<file path="src/rtl/muldiv_unit_if.sv">
// Handshake and result bus between the pipeline and the multiply/divide unit.
// The pipeline side uses the master modport; the unit uses the slave modport.
interface muldiv_unit_if;
    logic        start;
    logic [1:0]  op;
    logic [31:0] src_a;
    logic [31:0] src_b;
    logic        cancel;
    logic        busy;
    logic        done;
    logic        write_hi;
    logic        write_lo;
    logic [31:0] hi_data_out;
    logic [31:0] lo_data_out;

    modport master (
        output start, op, src_a, src_b, cancel,
        input  busy, done, write_hi, write_lo, hi_data_out, lo_data_out
    );

    modport slave (
        input  start, op, src_a, src_b, cancel,
        output busy, done, write_hi, write_lo, hi_data_out, lo_data_out
    );
endinterface

</file>
<file path="src/rtl/muldiv_unit.sv">
// Multi-cycle multiply/divide unit for the HI/LO register pair.
// op: 00 MULT, 01 MULTU, 10 DIV, 11 DIVU.
// Multiply takes one MUL cycle; divide is a 32-step restoring divider on
// operand magnitudes, with sign correction applied on the last step.
module muldiv_unit (
    input  logic          clock,
    input  logic          reset,
    muldiv_unit_if.slave  bus
);

    typedef enum logic [1:0] {
        IDLE = 2'd0,
        MUL  = 2'd1,
        DIV  = 2'd2,
        DONE = 2'd3
    } state_t;

    state_t      state;
    state_t      next_state;

    logic        signed_reg;
    logic [31:0] a_reg;
    logic [31:0] b_reg;
    logic [31:0] quo_reg;
    logic [31:0] rem_reg;
    logic [4:0]  count_reg;
    logic [31:0] hi_reg;
    logic [31:0] lo_reg;

    logic        accept;
    logic        busy_int;
    logic        done_int;

    logic [63:0] mul_ext_a;
    logic [63:0] mul_ext_b;
    logic [63:0] product;

    logic [31:0] div_divisor;
    logic [32:0] rem_shift;
    logic        rem_ge;
    logic [31:0] step_rem;
    logic [31:0] step_quo;
    logic        quo_neg;
    logic        rem_neg;
    logic [31:0] final_hi;
    logic [31:0] final_lo;

    assign accept = (state == IDLE) && bus.start && !bus.cancel;

    // Sign-extending both operands to 64 bits makes the low 64 bits of an
    // ordinary unsigned product correct for both MULT and MULTU.
    assign mul_ext_a = {{32{signed_reg & a_reg[31]}}, a_reg};
    assign mul_ext_b = {{32{signed_reg & b_reg[31]}}, b_reg};
    assign product   = mul_ext_a * mul_ext_b;

    // One restoring-division step: shift the next dividend bit into the
    // partial remainder and subtract the divisor magnitude when it fits.
    assign div_divisor = (signed_reg && b_reg[31]) ? (~b_reg + 32'd1) : b_reg;
    assign rem_shift   = {rem_reg, quo_reg[31]};
    assign rem_ge      = (rem_shift >= {1'b0, div_divisor});
    assign step_rem    = rem_shift[31:0] - (rem_ge ? div_divisor : 32'd0);
    assign step_quo    = {quo_reg[30:0], rem_ge};

    // Sign fix-up for DIV; a zero divisor bypasses it and returns the raw dividend.
    assign quo_neg  = signed_reg & (a_reg[31] ^ b_reg[31]);
    assign rem_neg  = signed_reg & a_reg[31];
    assign final_lo = (b_reg == 32'd0) ? 32'hFFFF_FFFF
                    : (quo_neg ? (~step_quo + 32'd1) : step_quo);
    assign final_hi = (b_reg == 32'd0) ? a_reg
                    : (rem_neg ? (~step_rem + 32'd1) : step_rem);

    // State register; reset drops any operation in flight.
    always_ff @(posedge clock) begin
        if (reset) begin
            state <= IDLE;
        end else begin
            state <= next_state;
        end
    end

    // Next-state logic and strobes; cancel aborts work and masks the DONE strobes.
    always_comb begin
        next_state = state;
        busy_int   = (state != IDLE);
        done_int   = 1'b0;
        case (state)
            IDLE: begin
                if (bus.start && !bus.cancel) begin
                    next_state = bus.op[1] ? DIV : MUL;
                end
            end
            MUL: begin
                next_state = bus.cancel ? IDLE : DONE;
            end
            DIV: begin
                if (bus.cancel) begin
                    next_state = IDLE;
                end else if (count_reg == 5'd31) begin
                    next_state = DONE;
                end
            end
            DONE: begin
                next_state = IDLE;
                done_int   = !bus.cancel;
            end
            default: begin
                next_state = IDLE;
            end
        endcase
    end

    // Operand capture, divider iteration and result registers.
    always_ff @(posedge clock) begin
        if (reset) begin
            signed_reg <= 1'b0;
            a_reg      <= 32'd0;
            b_reg      <= 32'd0;
            quo_reg    <= 32'd0;
            rem_reg    <= 32'd0;
            count_reg  <= 5'd0;
            hi_reg     <= 32'd0;
            lo_reg     <= 32'd0;
        end else begin
            if (accept) begin
                signed_reg <= ~bus.op[0];
                a_reg      <= bus.src_a;
                b_reg      <= bus.src_b;
                quo_reg    <= (!bus.op[0] && bus.src_a[31]) ? (~bus.src_a + 32'd1) : bus.src_a;
                rem_reg    <= 32'd0;
                count_reg  <= 5'd0;
            end
            if (state == MUL && !bus.cancel) begin
                hi_reg <= product[63:32];
                lo_reg <= product[31:0];
            end
            if (state == DIV && !bus.cancel) begin
                quo_reg   <= step_quo;
                rem_reg   <= step_rem;
                count_reg <= count_reg + 5'd1;
                if (count_reg == 5'd31) begin
                    hi_reg <= final_hi;
                    lo_reg <= final_lo;
                end
            end
        end
    end

    assign bus.busy        = busy_int;
    assign bus.done        = done_int;
    assign bus.write_hi    = done_int;
    assign bus.write_lo    = done_int;
    assign bus.hi_data_out = hi_reg;
    assign bus.lo_data_out = lo_reg;

endmodule
</file>
<file path="src/flat_wrapper.sv">
// flat-port wrapper written by rule: the top's interface ports become plain ports
module muldiv_unit_flat 
  (clock, reset, bus_start, bus_op, bus_src_a, bus_src_b, bus_cancel, bus_busy, bus_done, bus_write_hi, bus_write_lo, bus_hi_data_out, bus_lo_data_out);
  muldiv_unit_if bus_i ();
  input  logic clock;
  input  logic reset;
  input wire logic [$bits(bus_i.start)-1:0] bus_start;
  input wire logic [$bits(bus_i.op)-1:0] bus_op;
  input wire logic [$bits(bus_i.src_a)-1:0] bus_src_a;
  input wire logic [$bits(bus_i.src_b)-1:0] bus_src_b;
  input wire logic [$bits(bus_i.cancel)-1:0] bus_cancel;
  output wire logic [$bits(bus_i.busy)-1:0] bus_busy;
  output wire logic [$bits(bus_i.done)-1:0] bus_done;
  output wire logic [$bits(bus_i.write_hi)-1:0] bus_write_hi;
  output wire logic [$bits(bus_i.write_lo)-1:0] bus_write_lo;
  output wire logic [$bits(bus_i.hi_data_out)-1:0] bus_hi_data_out;
  output wire logic [$bits(bus_i.lo_data_out)-1:0] bus_lo_data_out;
  assign bus_i.start = bus_start;
  assign bus_i.op = bus_op;
  assign bus_i.src_a = bus_src_a;
  assign bus_i.src_b = bus_src_b;
  assign bus_i.cancel = bus_cancel;
  assign bus_busy = bus_i.busy;
  assign bus_done = bus_i.done;
  assign bus_write_hi = bus_i.write_hi;
  assign bus_write_lo = bus_i.write_lo;
  assign bus_hi_data_out = bus_i.hi_data_out;
  assign bus_lo_data_out = bus_i.lo_data_out;
  muldiv_unit u_core (.clock(clock), .reset(reset), .bus(bus_i));
endmodule
</file>
<file path="config.mk">
export PLATFORM = sky130hd
export DESIGN_NAME = muldiv_unit_flat
export DESIGN_NICKNAME = d
export VERILOG_FILES = /design/src/rtl/muldiv_unit_if.sv /design/src/rtl/muldiv_unit.sv /design/src/flat_wrapper.sv
export SDC_FILE = /design/constraint.sdc
export NUM_CORES = 2
export LEC_CHECK = 0
export CAP_MARGIN = 20
export CELL_PAD_IN_SITES_DETAIL_PLACEMENT = 1
export CELL_PAD_IN_SITES_GLOBAL_PLACEMENT = 1
export CORE_UTILIZATION = 45
export CTS_CLUSTER_SIZE = 14
export DETAILED_ROUTE_END_ITERATION = 8
export PLACE_DENSITY = 0.81
export SYNTH_ARGS = -nofsm -noshare
export SYNTH_HDL_FRONTEND = slang
export SYNTH_SLANG_ARGS = --single-unit
export TNS_END_PERCENT = 100
</file>
<file path="constraint.sdc">
create_clock -name clock -period 9.3 [get_ports clock]
set_input_delay 1.395 -clock clock [delete_from_list [all_inputs] [get_ports clock]]
set_output_delay 1.395 -clock clock [all_outputs]
set_load 0.03 [all_outputs]
</file>
==> results_dict.tcl <==
set metrics [dict create \
    status "completed" \
    hold-worst-slack_ns 0.460 \
    ys_seq_elements 200 \
    synth_top_family_by_area "adder cells" \
    finalInstanceArea_um2 55800 \
    ys_warn_count 0 \
    postLayoutCoreUtil_pct 48.8 \
    synth_compound_area_share_pct 9.11 \
    async_reset_ff_share_pct 0 \
    cp_max_fo 16 \
    synth_top_cells_by_area "fa_1 43%, inv_1 8.2%, dfxtp_1 7.7%, nand2_1 7.6%, ha_1 6.9%" \
    p_sw_mw 7.13 \
    cp_slowest_cell "dfxtp_1" \
    cts_resized 0 \
    synth_top_area_cell "fa_1" \
    wl_mm 182 \
    power.density_nw_per_um2 211 \
    fill_cells 13455 \
    grtUsageMet2_pct 56.1 \
    dpl-instance-area_um2 55000 \
    ant_nets 0 \
    clk_pin_slew_ns 0.09 \
    cts_setup_buffers 0 \
    post-synth-top-count-cell "inv_1" \
    hp-class "flip-flop to flip-flop" \
    setup_viol 0 \
    tritoncts "built" \
    die_area_um2 117000 \
    seq_power_share_pct 10.9 \
    skew_ns 0.0229 \
    netlist_area_um2 51800 \
    slew-limit-headroom_pct 20.5 \
    synth-edff-count 0 \
    max_stage_delay_ns 0.89 \
    ir_drop_uv 674 \
    crit_arrival_ns 9.44 \
    post-place-cells 7503 \
    p_clk_share_pct 7.0 \
    maxSlewViolCount 0 \
    worst_ep_required_time_ns 9.71 \
    tightest_slew_ns 1.19 \
    wl_per_cell_um 24.1 \
    core_um2 114000 \
    combPwrFrac_pct 82.1 \
    vias 43328 \
    p_int_mw 4.66 \
    syn_nets 7573 \
    fin_crit_sh_pct 97.1 \
    cts_buffer_depth 2 \
    fin_crit_ns 9.03 \
    h-tree-depth 4 \
    synth-seq-area-share_pct 7.72 \
    fin_setup_tns_ns 0 \
    crit_buf_inv 7 \
    io_pins 138 \
    setup.worst_path.end_class "flip-flop" \
    num_rows 124 \
    cp_common_cell "fa_1" \
    clock_sinks 200 \
    drt_first_pass_iters 5 \
    antenna_found_initial 3 \
    root_buffer "clkbuf_16" \
    final-instance-count-excl-fill 7541 \
    cts_buffers 17 \
    postSynthAreaPerCell_um2 8.51 \
    netlist_top_cells_count "1139 x inv_1, 1126 x fa_1, 1050 x nand2_1, 368 x and2_1, 343 x clkbuf_1" \
    drt_iter0_drc 3018 \
    hpwlAfterDp_mm 150 \
    grt_busiest_layer "met2" \
    start_util_pct 45.3 \
    drc 0 \
    port_buffers 137 \
    maxCapViolations 0 \
    leakage_nw 26.1 \
    synth_mux_area_share_pct 0.297 \
    die_w_um 341 \
    switching_share_pct 60.5 \
    synth.top_cell.area_share_pct 43.5 \
    die_h_um 341 \
    criticalPathCategory "flip-flop to flip-flop" \
    postSynthCellCount 6090 \
    drive_gt1_share_pct 4.40 \
    gp_congestion 0.956 \
    finalHoldViolations 0 \
    grt_pass1_vias 49442 \
    grt_pass1_wl_mm 285 \
    synth_fa_ha_area_share_pct 50.4 \
    startpoint_type "flip-flop" \
    postCtsHoldBufs 0 \
    synthFlopType "dfxtp_1" \
    rsz0062_at_grt "no" \
    grt_remaining_overflow 0 \
    grt_max_degree 106 \
    grt_use_met1_pct 38.2 \
    synth_cell_type_count 91 \
    yosys.area_share.simple_pct 17.8 \
    synth-xor-area-share_pct 3.48 \
    area_growth_pct 7.55 \
    max_freq_mhz 111 \
    grtUsageTotal_pct 31.9 \
    crit_family "adder cells" \
    grt_use_met3_pct 3.75 \
    nets 7498 \
    avgViaCountPerCell 5.75 \
    clock_latency_ns 0.52 \
]
[through the flow]
stage / total power, mW / setup WS (ns)
6_report: 11.8 / 0.271
2_1_floorplan: 7.11 / 0.826
3_5_place_dp: 10.7 / 0.0655
4_1_cts: 11.6 / 0.0260
3_3_place_gp: 10.5 / 0.169
5_1_grt: 12.5 / 0.00581
[layout make-up]
cell class,count,area (um^2),area share (%)
Clock buffer,17,425,0.763
Antenna cell,1,2.50,0.00449
Multi-Input combinational cell,4354,42100,75.5
Timing Repair Buffer,303,2870,5.15
Sequential cell,200,4020,7.21
Clock inverter,15,181,0.325
Inverter,1139,4280,7.67
Tap cell,1512,1890,3.39
[layer usage]
| metal | wire, um | share of wire, % | vias up |
|---|---|---|---|
| li1 | - | - | 18432 |
| met1 | 68600 | 38 | 22760 |
| met2 | 92600 | 51 | 1605 |
| met3 | 10000 | 5.5 | 527 |
| met4 | 10700 | 5.9 | 4 |
| met5 | 29 | 0.016 | - |
[power by group through the flow]
stage               Combinational (mW)  Clock (mW)  Sequential [mW]
floorplan                         5.98           0             1.13
global placement                  9.20           0             1.31
detailed placement                9.42           0             1.30
CTS                               9.48       0.827             1.28
global route                      10.3       0.861             1.28
finish                            9.68       0.825             1.28
[worst reg2reg max path, cell delays in order (launching register included)]
cell,delay [ns]
dfxtp_1,0.89
buf_4,0.37
nand2_1,0.20
fa_1,0.62
inv_1,0.05
fa_1,0.47
fa_1,0.52
inv_1,0.05
fa_1,0.47
inv_1,0.05
fa_1,0.48
fa_1,0.51
fa_1,0.49
inv_1,0.05
fa_1,0.50
inv_1,0.05
ha_1,0.38
a21oi_1,0.20
o21ai_0,0.18
a21oi_1,0.34
nor2b_1,0.32
a211oi_1,0.13
buf_4,0.17
o31ai_1,0.42
o21ai_1,0.19
a2111oi_0,0.47
a31oi_1,0.10
a221oi_1,0.28
[cells by family (layout without fill, tap and decap cells)]
family,after synthesis,after routing
and+or+nand+nor,1978,1978
adders and majority gates,1413,1413
buffers and inverters,1536,1474
muxes,15,15
other,0,1
AOI/OAI and AO/OA,742,742
DFF,200,200
xor gates and xnor gates,206,206
[placed cells by master (no fill, tap or decap), types with 19 or more instances in the layout]
| cell type | instances |
|---|---|
| a211oi_1 | 55 |
| a21o_1 | 53 |
| a21oi_1 | 265 |
| a221oi_1 | 31 |
| a31oi_1 | 57 |
| and2_1 | 366 |
| and3_1 | 40 |
| buf_4 | 152 |
| clkdlybuf4s50_1 | 136 |
| dfxtp_1 | 189 |
| fa_1 | 1126 |
| ha_1 | 287 |
| inv_1 | 1139 |
| nand2_1 | 1048 |
| nand2b_1 | 42 |
| nand3_1 | 93 |
| nand4_1 | 28 |
| nor2_1 | 189 |
| nor2b_1 | 21 |
| nor3_1 | 52 |
| nor4_1 | 19 |
| o21ai_0 | 114 |
| o31ai_1 | 22 |
| xnor2_1 | 121 |
| xor2_1 | 85 |
[worst paths after layout]
kind	from	slack [ns]	cells past startpoint	endpoint
max	u_core.b_reg[6]	0.27	27	u_core.bus.hi_data_out[28]
min	u_core.b_reg[29]	0.46	2	u_core.b_reg[29]
max reg2reg	u_core.b_reg[6]	0.27	27	u_core.bus.hi_data_out[28]
min reg2reg	u_core.b_reg[29]	0.46	2	u_core.b_reg[29]
(Power assumes the default switching activity.)
